`config.mk`:
```
export PLATFORM = sky130hd
export DESIGN_NAME = ring_rr_arbiter
export DESIGN_NICKNAME = d
export VERILOG_FILES = /design/src/rtl/ring_arb_pkg.sv /design/src/rtl/ring_rr_arbiter_rr_pick.sv /design/src/rtl/ring_rr_arbiter.sv
export SDC_FILE = /design/constraint.sdc
export NUM_CORES = 1
export LEC_CHECK = 0
export ABC_CLOCK_PERIOD_IN_PS = 2800
export BUFFER_PORTS_ARGS = -buffer_cell sky130_fd_sc_hd__buf_2
export CAP_MARGIN = 5
export CORE_MARGIN = 4
export CORE_UTILIZATION = 46
export CTS_CLUSTER_SIZE = 16
export DETAILED_ROUTE_END_ITERATION = 6
export PLACE_DENSITY = 0.68
export SLEW_MARGIN = 0
export SYNTH_ARGS = -nofsm -noshare
export SYNTH_HDL_FRONTEND = slang
export SYNTH_SLANG_ARGS = --single-unit
```
`constraint.sdc`:
```
create_clock -name clk -period 2.8 [get_ports clk]
set_input_delay 0.28 -clock clk [delete_from_list [all_inputs] [get_ports clk]]
set_output_delay 0.28 -clock clk [all_outputs]
set_load 0.05 [all_outputs]
```
`src/rtl/ring_arb_pkg.sv`:
```
// Shared types and helpers for the ring round-robin arbiter.
//   arb_state_t : arbiter FSM states (IDLE, BUSY, GAP)
//   rotl1       : rotate a one-hot vector of width n left by one, wrapping bit n-1 to bit 0
//   onehot2idx  : binary index of the set bit of a one-hot vector (0 when empty)
package ring_arb_pkg;

  typedef enum logic [1:0] {
    IDLE = 2'd0,
    BUSY = 2'd1,
    GAP  = 2'd2
  } arb_state_t;

  // Vectors are carried at the widest supported size (32) and callers truncate.
  function automatic logic [31:0] rotl1(input logic [31:0] onehot, input int n);
    logic [31:0] mask;
    logic [31:0] res;
    mask = (n >= 32) ? 32'hFFFF_FFFF : ((32'd1 << n) - 32'd1);
    res  = (onehot << 1) & mask;
    // The top bit of the ring wraps to position 0.
    res  = res | {31'd0, onehot[5'(n - 1)]};
    return res;
  endfunction

  function automatic logic [4:0] onehot2idx(input logic [31:0] onehot);
    logic [4:0] idx;
    idx = 5'd0;
    for (int i = 0; i < 32; i++) begin
      if (onehot[i]) begin
        idx = idx | 5'(i);
      end
    end
    return idx;
  endfunction

endpackage

```
`src/rtl/ring_rr_arbiter_rr_pick.sv`:
```
// Combinational round-robin pick.
//   req          : request vector
//   ptr          : one-hot priority pointer (search starts here, wraps upward)
//   winner       : one-hot winner (zero when no request)
//   winner_found : any request present
// The request vector is duplicated so that the wrap-around search becomes a
// plain "lowest set bit at or above ptr" which subtract-and-mask finds directly.
module rr_pick #(
  parameter int N = 8
) (
  input  logic [N-1:0] req,
  input  logic [N-1:0] ptr,
  output logic [N-1:0] winner,
  output logic         winner_found
);

  logic [2*N-1:0] dbl_req;
  logic [2*N-1:0] dbl_gnt;

  assign dbl_req = {req, req};
  // Subtracting ptr clears the first set bit at or above ptr; masking keeps only it.
  assign dbl_gnt = dbl_req & ~(dbl_req - {{N{1'b0}}, ptr});
  assign winner = dbl_gnt[N-1:0] | dbl_gnt[2*N-1:N];
  assign winner_found = |req;

endmodule

```
`src/rtl/ring_rr_arbiter.sv`:
```
// Round-robin arbiter sharing one resource among N requesters.
//   clk       : clock, rising edge
//   reset     : asynchronous, active-high reset
//   enable    : allows new grants (never revokes an existing one)
//   req       : level request per requester
//   gnt       : registered one-hot grant
//   gnt_valid : registered OR of gnt
//   gnt_idx   : registered binary index of the owner (0 when idle)
//   preempt   : one-cycle pulse when a grant is revoked by hold timeout
//   ptr       : registered one-hot priority pointer
// A grant lasts until the owner drops its request or MAX_HOLD cycles elapse
// (MAX_HOLD=0 disables the limit). Every release is followed by one idle
// cycle in GAP, during which the next arbitration is evaluated.
module ring_rr_arbiter
  import ring_arb_pkg::*;
#(
  parameter int N        = 8,
  parameter int MAX_HOLD = 16,
  parameter int IDXW     = (N > 1) ? $clog2(N) : 1
) (
  input  logic            clk,
  input  logic            reset,
  input  logic            enable,
  input  logic [N-1:0]    req,
  output logic [N-1:0]    gnt,
  output logic            gnt_valid,
  output logic [IDXW-1:0] gnt_idx,
  output logic            preempt,
  output logic [N-1:0]    ptr
);

  localparam int HCW          = (MAX_HOLD > 0) ? $clog2(MAX_HOLD + 1) : 1;
  localparam bit HOLD_LIMITED = (MAX_HOLD != 0);

  arb_state_t     state;
  logic [HCW-1:0] hold_cnt;

  logic [N-1:0]    winner;
  logic            winner_found;
  logic            owner_req;
  logic            hold_expired;
  logic [N-1:0]    next_ptr;
  logic [IDXW-1:0] winner_idx;

  rr_pick #(.N(N)) u_pick (
    .req          (req),
    .ptr          (ptr),
    .winner       (winner),
    .winner_found (winner_found)
  );

  // Decode of the current owner's status and the values loaded on the next edge.
  always_comb begin
    owner_req    = |(req & gnt);
    hold_expired = 1'b0;
    if (HOLD_LIMITED) begin
      hold_expired = (hold_cnt == HCW'(MAX_HOLD));
    end else begin
      hold_expired = 1'b0;
    end
    next_ptr   = N'(rotl1(32'(gnt), N));
    winner_idx = IDXW'(onehot2idx(32'(winner)));
  end

  // Arbiter FSM with hold counter, pointer and all output flops.
  always_ff @(posedge clk or posedge reset) begin
    if (reset) begin
      state     <= IDLE;
      hold_cnt  <= HCW'(0);
      gnt       <= {N{1'b0}};
      gnt_valid <= 1'b0;
      gnt_idx   <= {IDXW{1'b0}};
      preempt   <= 1'b0;
      ptr       <= {{(N-1){1'b0}}, 1'b1};
    end else begin
      preempt <= 1'b0;
      case (state)
        IDLE, GAP: begin
          if (enable && winner_found) begin
            gnt       <= winner;
            gnt_valid <= 1'b1;
            gnt_idx   <= winner_idx;
            hold_cnt  <= HCW'(1);
            state     <= BUSY;
          end else begin
            gnt       <= {N{1'b0}};
            gnt_valid <= 1'b0;
            gnt_idx   <= {IDXW{1'b0}};
            state     <= IDLE;
          end
        end
        BUSY: begin
          if (!owner_req || hold_expired) begin
            gnt       <= {N{1'b0}};
            gnt_valid <= 1'b0;
            gnt_idx   <= {IDXW{1'b0}};
            ptr       <= next_ptr;
            hold_cnt  <= HCW'(0);
            preempt   <= owner_req;  // only a timeout revokes a still-requesting owner
            state     <= GAP;
          end else if (HOLD_LIMITED && (hold_cnt < HCW'(MAX_HOLD))) begin
            hold_cnt <= hold_cnt + HCW'(1);
          end else begin
            hold_cnt <= hold_cnt;
          end
        end
        default: begin
          gnt       <= {N{1'b0}};
          gnt_valid <= 1'b0;
          gnt_idx   <= {IDXW{1'b0}};
          hold_cnt  <= HCW'(0);
          state     <= IDLE;
        end
      endcase
    end
  end

endmodule
```
==> results.tsv <==
stage	metric	value	unit
cts	post-CTS sizing	0	
placement	RD Place Congestion	0.989	
sta	minimum clock period	2.43	ns
critical_path	startpoint types	register	
pwr	Comb power frac	59.8	%
finish	fillers	344	
pwr	sequential share of power	29.1	%
global_route	GR Overflow Total	0	
critical_path	crit-path cells	inv_1 > ha_1 > nand2_1 > o21a_4 > nor4b_1 > a311o_1 > a21boi_0 > nor3_1 > or3_1	
sta	Fin Setup TNS	0	ns
pwr	pwr dens	1060	nW/µm²
logic_synthesis	predominant post-synthesis flop cell	dfrtp_1	
logic_synthesis	Synth async-reset ratio	100	%
sta	Fin. Hold Viols	0	
detailed_routing	DR vias/cell	5.49	
critical_path	crit path max-delay cell type	or3_1	
cts	clock slew at reported path FFs	0.11	ns
placement	pre-CTS WS	0.378	ns
sta	max-slew violations	0	
global_route	met3 GRT Util	2.75	%
critical_path	critical path data required time	2.95	ns
logic_synthesis	synthesized instance count	196	
global_route	initial antenna violation count	0	
finish	layout cell share with drive strength beyond 1	19.7	%
sta	Worst slew margin	31.8	%
global_route	vias in the first global route	1494	
detailed_routing	ANT nets after route	0	
floorplan	Die Wd	69.3	µm
floorplan	row count	22	
pwr	switching power	1.09	mW
global_route	gr usage total	18.8	%
floorplan	# IOs	32	
detailed_routing	Iteration-0 DRC Markers	78	
logic_synthesis	Syn Area/Cell	8.82	µm²
detailed_routing	Initial DRT Pass Iterations	4	
hold_path	worst min-delay path class	input port to async pin	
cts	Post-CTS Setup Bufs	0	
pwr	net switching share of the total power	51.9	%
detailed_routing	routed via count	1514	
detailed_routing	Total Wirelength	4300	µm
critical_path	Worst EP arrival	2.58	ns
pwr	maximum vdd drop	0.000396	V
finish	area grow syn2layout	14.8	%
sta	clock skew	0.0156	ns
cts	CTS tree	built	
cts	clk_lat worst skew	0.28	ns
cts	CTS Root Cell	clkbuf_8	
sta	worst setup margin	0.372	ns
placement	PortBufs	31	
floorplan	Total Die Area	4800	µm²
logic_synthesis	syn nets	217	
logic_synthesis	Synth Warn #	0	
global_route	busiest layer in global routing	met2	
critical_path	critical path buffer and inverter count	1	
floorplan	Core Area	3630	µm²
sta	maximum clock frequency	412	MHz
sta	Hold Slack	0.219	ns
sta	RSZ-0062 raised after global routing	no	
finish	antenna cells	0	
critical_path	CP Class	register to register	
pwr	Internal	1.01	mW
critical_path	top fanout value on the critical path	5	
global_route	met2 usage	31.0	%
run	Max Cap Violations	0	
global_route	first-pass GRT wire length	7360	µm
critical_path	Slowest Stage Delay on Critical Path	0.39	ns
sta	Final setup viols	0	
cts	CTS max path bufs	2	
global_route	grt met1 use	24.9	%
pwr	Clock power frac	11.1	%
logic_synthesis	FF+latch count, synth	27	
status	run status	finished, final reports clean	
critical_path	CP delay by family, top	simple AND/OR/NAND/NOR gates	
logic_synthesis	synth unique cells	53	
finish	final net count	250	
critical_path	CP endpoint kind	register	
detailed_routing	number of remaining DRC errors	0	
global_route	largest net degree at the start of global routing	28	
cts	CTS buffer count	3	
cts	CTS H-Tree Depth	1	
cts	CTS Sinks	27	
pwr	Lkg Pwr	0.941	nW
logic_synthesis	Seq/Total Area, Yosys	39.1	%
sta	Slew @ Worst Pin	1.02	ns
placement	Detail Placement HPWL	3440	µm
floorplan	Initial Util	47.6	%
floorplan	die height	69.3	µm
logic_synthesis	Post-synth EDFFs	0	
logic_synthesis	Cell Area, Synth	1730	µm²
detailed_routing	Routed wire per std cell	15.6	µm
sta	Final Cycle Share	86.7	%
cts	# hold bufs at CTS	0	
==> path summary, 6_finish.rpt <==
kind,from,slack (ns),endpoint,depth (start not counted)
setup / recovery,ptr[2],0.37,gnt_idx[2],9
hold / removal,reset,0.22,hold_cnt[0],2
setup reg to reg,ptr[2],0.37,gnt_idx[2],9
hold reg to reg,gnt_idx[1],0.54,gnt_idx[1],1
max in group asynchronous,reset,1.94,gnt[6],2
min in group clk,req[7],0.30,gnt[7],3
==> layer usage <==
layer | part of all wire (%) | vias up
met5 | 0 | -
met4 | 2.8 | 0
met3 | 3.8 | 11
met2 | 49 | 33
met1 | 44 | 707
li1 | - | 763
==> kinds of logic after synthesis <==
family	synth area share (%)
AO/OA/AOI/OAI	24.0
XOR/XNOR	2.03
adder cells (fa/ha/maj)	7.67
buffers and inverters	5.93
flip-flops	39.1
multiplexers	0.651
AND/OR/NAND/NOR	20.6
==> through the flow <==
step | instances | instance area (µm²) | total power, mW | utilization [%]
final | 276 | 1980 | 2.10 | 54.6
after global routing | 276 | 1980 | 2.25 | 54.6
after CTS | 276 | 1980 | 2.10 | 54.6
after detailed placement | 272 | 1940 | 1.87 | 53.3
after global placement | 272 | 1940 | 1.85 | 53.3
after floorplan | 196 | 1730 | 1.56 | -
==> power groups by stage <==
| stage | clock network [mW] | registers (mW) | logic (mW) |
|---|---|---|---|
| final | 0.233 | 0.610 | 1.25 |
| after global routing | 0.261 | 0.627 | 1.36 |
| after CTS | 0.234 | 0.610 | 1.26 |
| after detailed placement | 0 | 0.618 | 1.25 |
| after global placement | 0 | 0.614 | 1.24 |
| after floorplan | 0 | 0.932 | 0.629 |
==> worst reg2reg max path, delay by kind of cell, from the launching register on <==
| kind | cells | cell delay, ns |
|---|---|---|
| AO/OA/AOI/OAI | 3 | 0.69 |
| adder cells (fa/ha/maj) | 1 | 0.34 |
| buffers and inverters | 1 | 0.07 |
| flip-flops | 1 | 0.36 |
| AND/OR/NAND/NOR | 4 | 0.84 |
==> registers in the layout, indices dropped and copies added, names as in the netlist <==
register / cells
preempt: 1
gnt: 8
ptr: 8
hold_cnt: 5
gnt_idx: 3
gnt_valid: 1
state: 1
==> synthesized netlist by cell type (all sizes together) (2+ instances only) <==
library cell | number | area (µm²)
nor3 | 4 | 20.0
a21oi | 10 | 50.1
nand4 | 3 | 18.8
and4 | 2 | 20.0
o21ai | 21 | 105
o21a | 2 | 22.5
a31oi | 3 | 18.8
a32o | 2 | 20.0
a21boi | 2 | 15.0
or2 | 3 | 18.8
nand4b | 2 | 17.5
nor2b | 3 | 21.3
or3 | 3 | 18.8
buf | 3 | 16.3
nor4 | 3 | 25.0
inv | 21 | 78.8
nand2b | 3 | 18.8
a21o | 4 | 30.0
nor2 | 12 | 45.0
nand2 | 21 | 78.8
ha | 9 | 113
dfrtp | 26 | 651
nand3 | 6 | 30.0
xnor2 | 3 | 26.3
a22oi | 4 | 30.0
clkbuf | 2 | 7.51
==> layout by cell type, fill, tap and decap left out, types with 2 or more instances in the layout <==
cell type / synthesis / layout
a21boi_0: 2 / 2
a21o_1: 4 / 4
a21oi_1: 10 / 10
a22oi_1: 4 / 4
a31oi_1: 3 / 3
a32o_1: 2 / 2
buf_2: 1 / 31
buf_4: 1 / 2
clkbuf_8: 0 / 3
dfrtp_1: 26 / 26
ha_1: 9 / 9
inv_1: 21 / 21
nand2_1: 21 / 21
nand2b_1: 3 / 3
nand3_1: 6 / 6
nand4_1: 3 / 3
nand4b_1: 2 / 2
nor2_1: 12 / 12
nor2b_1: 2 / 2
nor3_1: 4 / 4
nor4_1: 2 / 2
o21ai_0: 17 / 17
o21ai_1: 4 / 4
or2_1: 2 / 2
or3_1: 3 / 3
xnor2_1: 3 / 3
==> cell type report <==
type | instances | area, µm² | share of cell area (%)
well taps | 48 | 60.1 | 3.03
repair buffers | 33 | 170 | 8.58
clock inverters | 1 | 7.51 | 0.378
multi-input cells | 143 | 950 | 47.9
clock buffers | 3 | 41.3 | 2.08
inverters | 21 | 78.8 | 3.97
flip-flops and latches | 27 | 677 | 34.1
Note: power is estimated with default switching activity, not from simulation.
